**src/rtl/axi_rd_intf.sv**
```systemverilog
`default_nettype none
// ============================================================================
// Module   : axi_rd_intf
// Purpose  : AXI4 read-side slave interface of the AXI-to-APB bridge. Takes
//            one AR burst at a time, works out the byte address of each beat
//            (FIXED / INCR / WRAP), issues one read request per beat to the
//            APB master side and returns every beat on the R channel with
//            RID / RRESP / RLAST. Illegal bursts are answered with SLVERR
//            beats and never reach the APB side.
// Ports    : ACLK_i, ARESETn_i            clock, async active-low reset
//            AR*_i / ARREADY_o            AXI read address channel
//            R*_o / RREADY_i              AXI read data channel
//            rreq_vld_o/rdy_i/addr_o      per-beat read request to APB side
//            rrsp_vld_i/rdy_o/data_i/err_i per-beat read response from APB
// Revision : 1.0 - initial release
// ============================================================================
module axi_rd_intf #(
  parameter int ID_W   = 4,
  parameter int ADDR_W = 12,
  parameter int DATA_W = 32
) (
  input  logic              ACLK_i,
  input  logic              ARESETn_i,
  input  logic [ID_W-1:0]   ARID_i,
  input  logic [ADDR_W-1:0] ARADDR_i,
  input  logic [7:0]        ARLEN_i,
  input  logic [2:0]        ARSIZE_i,
  input  logic [1:0]        ARBURST_i,
  input  logic              ARVALID_i,
  output logic              ARREADY_o,
  output logic [ID_W-1:0]   RID_o,
  output logic [DATA_W-1:0] RDATA_o,
  output logic [1:0]        RRESP_o,
  output logic              RLAST_o,
  output logic              RVALID_o,
  input  logic              RREADY_i,
  output logic              rreq_vld_o,
  input  logic              rreq_rdy_i,
  output logic [ADDR_W-1:0] rreq_addr_o,
  input  logic              rrsp_vld_i,
  output logic              rrsp_rdy_o,
  input  logic [DATA_W-1:0] rrsp_data_i,
  input  logic              rrsp_err_i
);

  localparam logic [2:0] S_IDLE = 3'd0;
  localparam logic [2:0] S_REQ  = 3'd1;
  localparam logic [2:0] S_WAIT = 3'd2;
  localparam logic [2:0] S_RESP = 3'd3;
  localparam logic [2:0] S_ERR  = 3'd4;

  localparam logic [1:0] BURST_FIXED = 2'b00;
  localparam logic [1:0] BURST_INCR  = 2'b01;
  localparam logic [1:0] BURST_WRAP  = 2'b10;

  localparam logic [1:0] RESP_OKAY   = 2'b00;
  localparam logic [1:0] RESP_SLVERR = 2'b10;

  localparam logic [31:0] BUS_BYTES = 32'(DATA_W / 8);

  // --------------------------------------------------------------------------
  // State
  // --------------------------------------------------------------------------
  logic [2:0]        state_q,    state_d;
  logic              arready_q,  arready_d;
  logic [ID_W-1:0]   id_q,       id_d;
  logic [ADDR_W-1:0] start_q,    start_d;
  logic [ADDR_W-1:0] cur_addr_q, cur_addr_d;
  logic [7:0]        len_q,      len_d;
  logic [2:0]        size_q,     size_d;
  logic [1:0]        burst_q,    burst_d;
  logic [7:0]        beat_cnt_q, beat_cnt_d;
  logic              rvalid_q,   rvalid_d;
  logic [DATA_W-1:0] rdata_q,    rdata_d;
  logic [1:0]        rresp_q,    rresp_d;
  logic              rlast_q,    rlast_d;

  // --------------------------------------------------------------------------
  // Burst legality, evaluated on the incoming AR fields
  // --------------------------------------------------------------------------
  logic [31:0] w_ar_nb;
  logic        w_ar_wrap_len_ok;
  logic        w_ar_illegal;

  always_comb begin
    w_ar_nb          = 32'd1 << ARSIZE_i;
    w_ar_wrap_len_ok = (ARLEN_i == 8'd1) || (ARLEN_i == 8'd3) ||
                       (ARLEN_i == 8'd7) || (ARLEN_i == 8'd15);
    w_ar_illegal     = (w_ar_nb > BUS_BYTES) ||
                       (ARBURST_i == 2'b11) ||
                       ((ARBURST_i == BURST_WRAP) && !w_ar_wrap_len_ok);
  end

  // --------------------------------------------------------------------------
  // Next-beat address. All arithmetic is modulo 2^ADDR_W, so INCR bursts that
  // run off the top of the register space simply wrap to address 0.
  // --------------------------------------------------------------------------
  logic [ADDR_W-1:0] w_nb;
  logic [ADDR_W-1:0] w_aligned;
  logic [ADDR_W-1:0] w_incr;
  logic [ADDR_W-1:0] w_wsz;
  logic [ADDR_W-1:0] w_bnd;
  logic [ADDR_W-1:0] w_next_addr;

  always_comb begin
    w_nb      = ADDR_W'(1) << size_q;
    w_aligned = cur_addr_q & ~(w_nb - ADDR_W'(1));
    w_incr    = w_aligned + w_nb;
    // Wrap container size is beat size times beat count; legal WRAP lengths
    // make this a power of two, so masking gives the lower boundary.
    w_wsz     = w_nb * ADDR_W'({1'b0, len_q} + 9'd1);
    w_bnd     = start_q & ~(w_wsz - ADDR_W'(1));
    case (burst_q)
      BURST_FIXED: w_next_addr = cur_addr_q;
      BURST_INCR:  w_next_addr = w_incr;
      BURST_WRAP:  w_next_addr = (w_incr == (w_bnd + w_wsz)) ? w_bnd : w_incr;
      default:     w_next_addr = cur_addr_q;
    endcase
  end

  // --------------------------------------------------------------------------
  // Control FSM
  // --------------------------------------------------------------------------
  always_comb begin
    state_d    = state_q;
    arready_d  = arready_q;
    id_d       = id_q;
    start_d    = start_q;
    cur_addr_d = cur_addr_q;
    len_d      = len_q;
    size_d     = size_q;
    burst_d    = burst_q;
    beat_cnt_d = beat_cnt_q;
    rvalid_d   = rvalid_q;
    rdata_d    = rdata_q;
    rresp_d    = rresp_q;
    rlast_d    = rlast_q;

    case (state_q)
      S_IDLE: begin
        // Ready is registered: it comes up one clock after reset release or
        // after the final beat of the previous burst is accepted.
        arready_d = 1'b1;
        if (ARVALID_i && arready_q) begin
          arready_d  = 1'b0;
          id_d       = ARID_i;
          start_d    = ARADDR_i;
          cur_addr_d = ARADDR_i;
          len_d      = ARLEN_i;
          size_d     = ARSIZE_i;
          burst_d    = ARBURST_i;
          beat_cnt_d = 8'd0;
          if (w_ar_illegal) begin
            // Error beats need no APB access, so the first one is presented
            // straight away.
            state_d  = S_ERR;
            rvalid_d = 1'b1;
            rdata_d  = '0;
            rresp_d  = RESP_SLVERR;
            rlast_d  = (ARLEN_i == 8'd0);
          end else begin
            state_d  = S_REQ;
          end
        end
      end

      S_REQ: begin
        if (rreq_rdy_i) begin
          state_d = S_WAIT;
        end
      end

      S_WAIT: begin
        if (rrsp_vld_i) begin
          rdata_d  = rrsp_data_i;
          rresp_d  = rrsp_err_i ? RESP_SLVERR : RESP_OKAY;
          rvalid_d = 1'b1;
          rlast_d  = (beat_cnt_q == len_q);
          state_d  = S_RESP;
        end
      end

      S_RESP: begin
        // The next request waits for the R handshake, so a stalled master
        // never has more than one beat in flight.
        if (RREADY_i) begin
          rvalid_d = 1'b0;
          if (rlast_q) begin
            state_d   = S_IDLE;
            arready_d = 1'b1;
          end else begin
            beat_cnt_d = beat_cnt_q + 8'd1;
            cur_addr_d = w_next_addr;
            state_d    = S_REQ;
          end
        end
      end

      S_ERR: begin
        if (RREADY_i) begin
          if (rlast_q) begin
            rvalid_d  = 1'b0;
            state_d   = S_IDLE;
            arready_d = 1'b1;
          end else begin
            beat_cnt_d = beat_cnt_q + 8'd1;
            rlast_d    = ((beat_cnt_q + 8'd1) == len_q);
          end
        end
      end

      default: begin
        state_d = S_IDLE;
      end
    endcase
  end

  always_ff @(posedge ACLK_i or negedge ARESETn_i) begin
    if (!ARESETn_i) begin
      state_q    <= S_IDLE;
      arready_q  <= 1'b0;
      id_q       <= '0;
      start_q    <= '0;
      cur_addr_q <= '0;
      len_q      <= '0;
      size_q     <= '0;
      burst_q    <= '0;
      beat_cnt_q <= '0;
      rvalid_q   <= 1'b0;
      rdata_q    <= '0;
      rresp_q    <= '0;
      rlast_q    <= 1'b0;
    end else begin
      state_q    <= state_d;
      arready_q  <= arready_d;
      id_q       <= id_d;
      start_q    <= start_d;
      cur_addr_q <= cur_addr_d;
      len_q      <= len_d;
      size_q     <= size_d;
      burst_q    <= burst_d;
      beat_cnt_q <= beat_cnt_d;
      rvalid_q   <= rvalid_d;
      rdata_q    <= rdata_d;
      rresp_q    <= rresp_d;
      rlast_q    <= rlast_d;
    end
  end

  // --------------------------------------------------------------------------
  // Outputs. Request/response handshakes decode straight from the state
  // register so they fall the instant reset is asserted.
  // --------------------------------------------------------------------------
  assign ARREADY_o   = arready_q;
  assign RID_o       = id_q;
  assign RDATA_o     = rdata_q;
  assign RRESP_o     = rresp_q;
  assign RLAST_o     = rlast_q;
  assign RVALID_o    = rvalid_q;
  assign rreq_vld_o  = (state_q == S_REQ);
  assign rreq_addr_o = cur_addr_q;
  assign rrsp_rdy_o  = (state_q == S_WAIT);

endmodule
`default_nettype wire

```
**config.mk**
```make
export PLATFORM = sky130hd
export DESIGN_NAME = axi_rd_intf
export DESIGN_NICKNAME = d
export VERILOG_FILES = /design/src/rtl/axi_rd_intf.sv
export SDC_FILE = /design/constraint.sdc
export NUM_CORES = 1
export LEC_CHECK = 0
export CORE_AREA = 3 3 166 168
export CTS_CLUSTER_DIAMETER = 50
export CTS_CLUSTER_SIZE = 8
export DETAILED_ROUTE_END_ITERATION = 8
export DIE_AREA = 0 0 169 171
export GPL_TIMING_DRIVEN = 1
export HOLD_SLACK_MARGIN = 0.06
export SLEW_MARGIN = 20
export SYNTH_ARGS = -nofsm -noshare
export SYNTH_HDL_FRONTEND = slang
export SYNTH_SLANG_ARGS = --single-unit
```
**constraint.sdc**
```tcl
create_clock -name ACLK_i -period 8.2 [get_ports ACLK_i]
set_input_delay 1.64 -clock ACLK_i [delete_from_list [all_inputs] [get_ports ACLK_i]]
set_output_delay 1.64 -clock ACLK_i [all_outputs]
set_load 0.005 [all_outputs]
```
# Yosys cells after proc, flatten, opt, wreduce, memory -nomap -nowiden
# Cells that the tools add are included.
[classes] addsub=6 multipliers=1 magnitude_cmp=1 n_eq_ne=27 shift=2 muxes=45 n_bitwise=4 reduce_logical=24
[ops] operator="$mux 32" count=3
[ops] operator="$pmux 32 s2" count=1
[ops] operator="$mux 12" count=4
[ops] operator="$pmux 12 s2" count=2
[ops] operator="$gt 32x3->1 const B" count=1
[ops] operator="$shl 1x3->32 const A" count=1
[ops] operator="$add 12x12->12" count=2
[ops] operator="$and 12x12->12" count=2
[ops] operator="$mux 8" count=3
[ops] operator="$not 12->12" count=2
[ops] operator="$sub 12x1->12 const B" count=2
[ops] operator="$mux 3" count=7
[ops] operator="$eq 8x8->1" count=2
[ops] operator="$ne 2x2->1 const B" count=8
[ops] operator="$pmux 8 s2" count=1
[ops] operator="$mux 1" count=15
[ops] operator="$pmux 3 s5" count=1
[ops] operator="$eq 12x12->1" count=1
[ops] operator="$mul 12x9->12" count=1
[ops] operator="$shl 1x3->12 const A" count=1
[ops] operator="$reduce_and 5->1" count=2
[ops] operator="$add 8x1->9 const B" count=1
[ops] operator="$add 8x1->8 const B" count=1
[ops] operator="$eq 8x1->1 const B" count=1
[ops] operator="29 further kinds" count=45
[totals] register_bits=89 in_bits=68 out_inout_bits=55

# Longest topological paths before layout
# Gate-level depths: netlist of run 1.
[logic_depth] word_depth=12 mapped_depth=31 ltp_nobuf=28

# Worst setup path before layout of run 1
# No wires, ideal clock.
[synth_timing] kind="register to register" from="reg size_q[0]" to="reg cur_addr_q[0] (netlist: rreq_addr_o[0])" setup_ns=0.124 arrival_time_ns=6.512 setup_slack_ns=1.564 stages_incl_launch_ff=28 path_buffers=4 period_less_slack_ns=6.636 path_cell_list="dfrtp_1 -> buf_2 -> clkbuf_1 -> clkbuf_1 -> and3_1 -> nand2_1 -> fa_1 -> inv_1 -> fa_1 -> ha_1 -> inv_1 -> fa_1 -> fa_1 -> nand3b_1 -> nand2b_1 -> and3_1 -> ha_1 -> inv_1 -> a21oi_1 -> a32oi_1 -> a211oi_1 -> o21ai_0 -> and3_1 -> nor4_2 -> and3_4 -> buf_6 -> nand2_2 -> a211o_1"
[synth_via] elab_chain_len=12 elab_cells_between_ends=16
[synth_lines] element="start: declaration" line_no="70" source="logic [2:0] size_q, size_d;"
[synth_lines] element="start signal: assignment" line_no="240" source="size_q <= size_d;"
[synth_lines] element="$shl 1x3->12 *" line_no="106" source="w_nb = ADDR_W'(1) << size_q;"
[synth_lines] element="$mul 12x9->12" line_no="111" source="w_wsz = w_nb * ADDR_W'({1'b0, len_q} + 9'd1);"
[synth_lines] element="$sub 12x1->12" line_no="112" source="w_bnd = start_q & ~(w_wsz - ADDR_W'(1));"
[synth_lines] element="$not 12->12" line_no="112"
[synth_lines] element="$and 12x12->12" line_no="112"
[synth_lines] element="$add 12x12->12" line_no="116" source="BURST_WRAP: w_next_addr = (w_incr == (w_bnd + w_wsz)) ? w_bnd : w_incr;"
[synth_lines] element="$eq 12x12->1" line_no="116"
[synth_lines] element="$mux 12" line_no="116"
[synth_lines] element="$pmux 12 s2 *" line_no="113" source="case (burst_q)"
[synth_lines] element="$mux 12 *" line_no="188" source="if (rlast_q) begin"
[synth_lines] element="$mux 12 *" line_no="186" source="if (RREADY_i) begin"
[synth_lines] element="$pmux 12 s2 *" line_no="139" source="case (state_q)"
[synth_lines] element="end signal: assignment" line_no="238" source="cur_addr_q <= cur_addr_d;"
[synth_lines] element="end: declaration" line_no="68" source="logic [ADDR_W-1:0] cur_addr_q, cur_addr_d;"
# Mark *: on every way between the ends. The rest lies on a longest branch, timed or not. The select of a mux whose other input is x is not followed.
# A chain may end at the register's enable or synchronous reset.

# Worst setup path after layout of run 1
[layout_timing] from="reg len_q[0]" to="reg cur_addr_q[9] (netlist: rreq_addr_o[9])"
[layout_via] elab_chain_len=12
[layout_lines] element="start: declaration" line_no="69" source="logic [7:0] len_q, len_d;"
[layout_lines] element="start signal: assignment" line_no="239" source="len_q <= len_d;"
[layout_lines] element="$add 8x1->9 *" line_no="111"
[layout_lines] element="$mul 12x9->12 *" line_no="111"
[layout_lines] element="$sub 12x1->12" line_no="112"
[layout_lines] element="$not 12->12" line_no="112"
[layout_lines] element="$and 12x12->12" line_no="112"
[layout_lines] element="$add 12x12->12" line_no="116"
[layout_lines] element="$eq 12x12->1" line_no="116"
[layout_lines] element="$mux 12 *" line_no="116"
[layout_lines] element="$pmux 12 s2 *" line_no="113"
[layout_lines] element="$mux 12 *" line_no="188"
[layout_lines] element="$mux 12 *" line_no="186"
[layout_lines] element="$pmux 12 s2 *" line_no="139"
# Marks and branches as above.

==> results of run 1 <==
## power by group
| group | switching (µW) | total, µW | internal (µW) | leakage [µW] |
|---|---|---|---|---|
| Combinational | 1770 | 3190 | 1420 | 0.00281 |
| Sequential | 259 | 848 | 588 | 0.00114 |
| Clock | 194 | 495 | 301 | 0.000171 |
## worst paths after layout
path / from / depth (start not counted) / endpoint
setup / recovery: len_q[0] / 27 / rreq_addr_o[9]
hold / removal: RID_o[1] / 2 / RID_o[1]
setup reg to reg: len_q[0] / 27 / rreq_addr_o[9]
hold reg to reg: RID_o[1] / 2 / RID_o[1]
max in group asynchronous: ARESETn_i / 2 / RDATA_o[15]
min in group asynchronous: ARESETn_i / 1 / beat_cnt_q[2]
## cell usage after synthesis (4+ instances only)
library cell and number:
o2111ai_1 5, buf_2 4, o21ai_1 5, a211o_1 4, o21ai_0 39, xor2_1 13
a22o_1 33, and2_1 6, o31ai_1 4, inv_1 78, xnor3_1 5, buf_1 4
o211ai_1 5, nand4b_1 4, dfrtp_1 88, fa_1 36, nor4_1 11, ha_1 30
or3_1 8, nand3_1 24, a21o_1 7, and3_1 12, nor2b_1 6, a31oi_1 18
nand4_1 8, nor2_1 64, nand2_1 131, or2_2 5, nand2b_1 13, xnor2_1 41
a211oi_1 4, nor3_1 24, o22ai_1 11, a311oi_1 5, clkbuf_1 37, o21a_1 4
a21oi_1 32
## stage by stage
step	hold WS, ns	utilization (%)
6_report	0.478	37.0
5_1_grt	0.514	37.0
4_1_cts	0.480	36.9
3_5_place_dp	0.465	35.6
3_3_place_gp	0.461	35.6
2_1_floorplan	0.437	-
## cell type report
cell class / instances / area (µm²) / share of cell area (%)
clock inverters: 7 / 125 / 1.30
inverters: 81 / 304 / 3.16
repair buffers: 131 / 1280 / 13.3
flip-flops and latches: 88 / 2200 / 22.9
well taps: 335 / 419 / 4.35
multi-input cells: 691 / 5070 / 52.7
clock buffers: 9 / 225 / 2.34
## state kept, by name, summed over array words and instances (netlist names)
register / count
RDATA_o: 32
RID_o: 4
len_q: 8
RLAST_o: 1
ARREADY_o: 1
RVALID_o: 1
size_q: 3
burst_q: 2
start_q: 12
rreq_addr_o: 12
RRESP_o: 1
state_q: 3
beat_cnt_q: 8
## kinds of logic after synthesis
family | after synthesis | share of synthesized area (%)
AOI/OAI and AO/OA | 213 | 20.1
xor gates and xnor gates | 60 | 7.72
adders and majority gates | 66 | 14.1
buffers and inverters | 133 | 6.84
DFF | 88 | 28.3
muxes | 4 | 0.546
other | 1 | 0.0481
and+or+nand+nor | 347 | 22.4
## worst min-delay path, stage by stage (launching register included)
cell,delay (ns)
dfrtp_1,0.34
nand2_1,0.05
nand2_1,0.06
## metal layers
| layer | track usage (%) | vias to the layer above | part of all wire [%] | wire length (µm) |
|---|---|---|---|---|
| li1 | - | 3376 | - | - |
| met1 | 20.7 | 3387 | 45 | 10400 |
| met2 | 26.4 | 226 | 47 | 10700 |
| met3 | 3.54 | 29 | 6.6 | 1530 |
| met4 | 3.92 | 0 | 1.7 | 399 |
| met5 | 0 | - | 0 | 0 |
==> results.cfg, run 1 <==
[finish]
area_delta_synth_final_pct = 23.6
final_common_cell = nand2_1
layout-drive-gt1-share_pct = 6.36
diodes = 0
nets = 1136
layout_common_cells = 131 x nand2_1, 120 x clkdlybuf4s50_1, 88 x dfrtp_1, 78 x inv_1, 64 x nor2_1
stdcell_count = 1342
fillCellCount = 2650
stdcell_area_mm2 = 0.00963

[die]
dieHeight_um = 171
start_util_pct = 29.9
num_rows = 59
die-area_mm2 = 0.0289
core_mm2 = 0.0261
ios = 123
die_w_um = 169

[global_routing]
first_global_vias = 7087
grt_use_total_pct = 15.7
grt.overflow.total = 0
grt_pass1_wl_um = 37100
grt_max_degree = 74
antenna_found_initial = 0

[yosys]
synth_area_leaders = dfrtp_1 28%, fa_1 9.3%, nand2_1 6.3%
synth_edf_count = 0
yosys_most_used_dff = dfrtp_1
synthDistinctLibCells = 93
ys_seq_elements = 88
synth_top_cell_by_area = dfrtp_1
syn_nets = 1046
netlist_area_mm2 = 0.00779
async_flop_share_pct = 100
yosysWarnings = 0
yosysTopAreaCellShare_pct = 28.3
syn_area_per_cell_um2 = 8.54
synth_cells = 912
yosysSeqAreaShare_pct = 28.3

[setup_path]
crit_arrival_ns = 7.88
worst-path-buf-inv = 5
path_max_fanout = 16
cpMaxStageDelayCell = xnor2_1
required_ns = 8.44
r2r_setup_slack_ns = 0.56
cp_top_family = adder cells
path_class = reg -> reg
worstSetupEndpointType = flop
crit_path_max_incr_delay_ns = 0.69
critPathLaunchType = flop

[placed_design]
placedCellCount = 1326
dp_slack_ns = 0.593
place_area_mm2 = 0.00928
dp_hpwl_um = 17600
place.port_buffers = 121
routabilityCongestion = 0.922

[cts]
cts_buffers = 9
clk_pin_slew_worst_paths_ns = 0.07
clock_sinks = 88
cts_tree = yes
insertion_delay_ns = 0.35
cts_hold_buffers = 0
cts_max_path_buffers = 2
ctsHtreeMaxLevel = 3
cts_setup_buffers = 0
cts_resized = 0
clockRootBuffer = clkbuf_16

[outcome]
status = finished clean

[timing]
fin_ws_ns = 0.562
tightest_slew_ns = 0.962
rsz0062_at_grt = false
relSlewSlack_pct = 35.9
hold_viol = 0
final-setup-viol-count = 0
fin_crit_sh_pct = 93.1
fin_tns_setup_ns = 0
slew_viol_final = 0
min_period_ns = 7.64
fin_skew_ns = 0.0130
fmax_mhz = 131

[pwr]
ir_drop_mv = 0.212
p_per_area_mw_per_mm2 = 471
p_leak_uw = 0.00412
finalPower_uw = 4540

[hold_path]
hp-class = reg -> reg

[route]
wl_per_cell_um = 17.1
via_count = 7018
dr.first_iter.drc_count = 490
drc = 0
postRouteAntennaNets = 0
firstDrtPassIters = 6
vias_per_cell = 5.23
finalWirelength_um = 23000

[job]
maxCapViolCount = 0
Note: power is estimated with default switching activity, not from simulation.
==> inputs of run 2 (changes only) <==
--- a/config.mk
+++ b/config.mk
@@ -5,13 +5,15 @@
 export SDC_FILE = /design/constraint.sdc
 export NUM_CORES = 1
 export LEC_CHECK = 0
-export CORE_AREA = 3 3 166 168
+export CORE_AREA = 3 3 121 123
+export CTS_BUF_LIST = sky130_fd_sc_hd__clkbuf_4 sky130_fd_sc_hd__clkbuf_8
 export CTS_CLUSTER_DIAMETER = 50
 export CTS_CLUSTER_SIZE = 8
 export DETAILED_ROUTE_END_ITERATION = 8
-export DIE_AREA = 0 0 169 171
+export DIE_AREA = 0 0 124 126
 export GPL_TIMING_DRIVEN = 1
 export HOLD_SLACK_MARGIN = 0.06
+export PLACE_DENSITY = 0.83
 export SLEW_MARGIN = 20
 export SYNTH_ARGS = -nofsm -noshare
 export SYNTH_HDL_FRONTEND = slang
==> results.cfg, run 2 (same netlist as run 1, synthesis figures left out) <==
[outcome]
status = finished clean

[timing]
fin_ws_ns = 0.560
hold_viol = 0
min_period_ns = 7.64
fin_tns_setup_ns = 0
relSlewSlack_pct = 26.0
slew_viol_final = 0
final-setup-viol-count = 0
tightest_slew_ns = 1.11
fin_crit_sh_pct = 93.2
rsz0062_at_grt = false
fin_skew_ns = 0.0119
fmax_mhz = 131

[cts]
cts_tree = yes
insertion_delay_ns = 0.38
clk_pin_slew_worst_paths_ns = 0.10
clockRootBuffer = clkbuf_8
ctsHtreeMaxLevel = 3
cts_max_path_buffers = 2
cts_buffers = 9
cts_resized = 0
clock_sinks = 88
cts_hold_buffers = 0
cts_setup_buffers = 0

[die]
start_util_pct = 56.6
num_rows = 43
die_w_um = 124
ios = 123
die-area_mm2 = 0.0156
dieHeight_um = 126
core_mm2 = 0.0138

[setup_path]
path_max_fanout = 16
cpMaxStageDelayCell = dfrtp_1
required_ns = 8.48
crit_path_max_incr_delay_ns = 0.72
critPathLaunchType = flop
worstSetupEndpointType = flop
worst-path-buf-inv = 5
cp_top_family = adder cells
crit_arrival_ns = 7.92
path_class = reg -> reg

[pwr]
p_per_area_mw_per_mm2 = 465
p_leak_uw = 0.00403
ir_drop_mv = 0.239
finalPower_uw = 4300

[global_routing]
grt_use_total_pct = 26.8
grt_pass1_wl_um = 33600
antenna_found_initial = 0
grt_max_degree = 65
first_global_vias = 6882
grt.overflow.total = 0

[route]
via_count = 7075
met2RoutedLength_um = 9650
wl_per_cell_um = 17.3
firstDrtPassIters = 7
finalWirelength_um = 20500
vias_per_cell = 5.98
top_layer = met4
wl_met3_um = 1520
wl_met1_um = 8790
postRouteAntennaNets = 0
dr.first_iter.drc_count = 604
drc = 0

[placed_design]
place_area_mm2 = 0.00905
dp_slack_ns = 0.669
routabilityCongestion = 0.920
place.port_buffers = 121
dp_hpwl_um = 15700

[finish]
largest_reg_flops = 32
layout-drive-gt1-share_pct = 5.88
diodes = 0
stdcell_area_mm2 = 0.00925
area_delta_synth_final_pct = 18.7
final_common_cell = nand2_1
layout_common_cells = 131 x nand2_1, 120 x clkdlybuf4s50_1, 88 x dfrtp_1, 78 x inv_1, 64 x nor2_1
nets = 1133

[hold_path]
hp-class = reg -> reg

[job]
maxCapViolCount = 0
[run 2: changes by cell type in the layout (fill, tap and decap cells not counted)]
cell        delta
nor3_1         +1
inv_6          -1
clkbuf_8       +9
clkinv_4       -1
nor3b_2        -1
buf_4          -3
clkbuf_16      -9
bufinv_16      -3
nor3_2         -1
inv_8          +4
nor3b_1        +1
clkinvlp_4     +1
[run 2: final cells by class]
cell class                      instances  area, µm²
Clock inverter                          7       70.1
Clock buffer                            9        124
Multi-Input combinational cell        691       5060
Tap cell                              180        225
Sequential cell                        88       2200
Timing Repair Buffer                  128       1260
Fill cell                            1172       4520
Inverter                               81        304
[run 2: power breakdown]
| group | internal (µW) | switching [µW] | total [µW] | leakage [µW] |
|---|---|---|---|---|
| Combinational | 1410 | 1750 | 3160 | 0.00279 |
| Clock | 120 | 183 | 303 | 0.0000977 |
| Sequential | 587 | 252 | 839 | 0.00114 |
| Total | 2120 | 2180 | 4300 | 0.00403 |
[run 2: routing by layer]
layer	up-vias	GRT usage (%)
met5	-	0
met4	0	8.89
met3	43	5.61
met2	270	42.4
met1	3394	36.6
li1	3368	-
[run 2: final timing paths]
check	startpoint	end	slack, ns	cells after the start
max	len_q[0]	rreq_addr_o[9]	0.56	27
min	start_q[1]	start_q[1]	0.48	2
max reg2reg	len_q[0]	rreq_addr_o[9]	0.56	27
min reg2reg	start_q[1]	start_q[1]	0.48	2
max in group asynchronous	ARESETn_i	start_q[11]	5.96	2
min in group asynchronous	ARESETn_i	ARREADY_o	1.15	1
[run 2: worst min-delay path, cell delays in order, from the launching register on]
cell and delay [ns]:
dfrtp_1 0.35, nand2_1 0.05, nand2_1 0.05
[run 2: per-stage QoR]
step                std cells  utilization, %  hold slack (ns)
floorplan                 912               -            0.437
global placement         1168            65.7            0.458
detailed placement       1168            65.7            0.462
CTS                      1184            67.2            0.485
global route             1184            67.2            0.508
finish                   1184            67.2            0.482
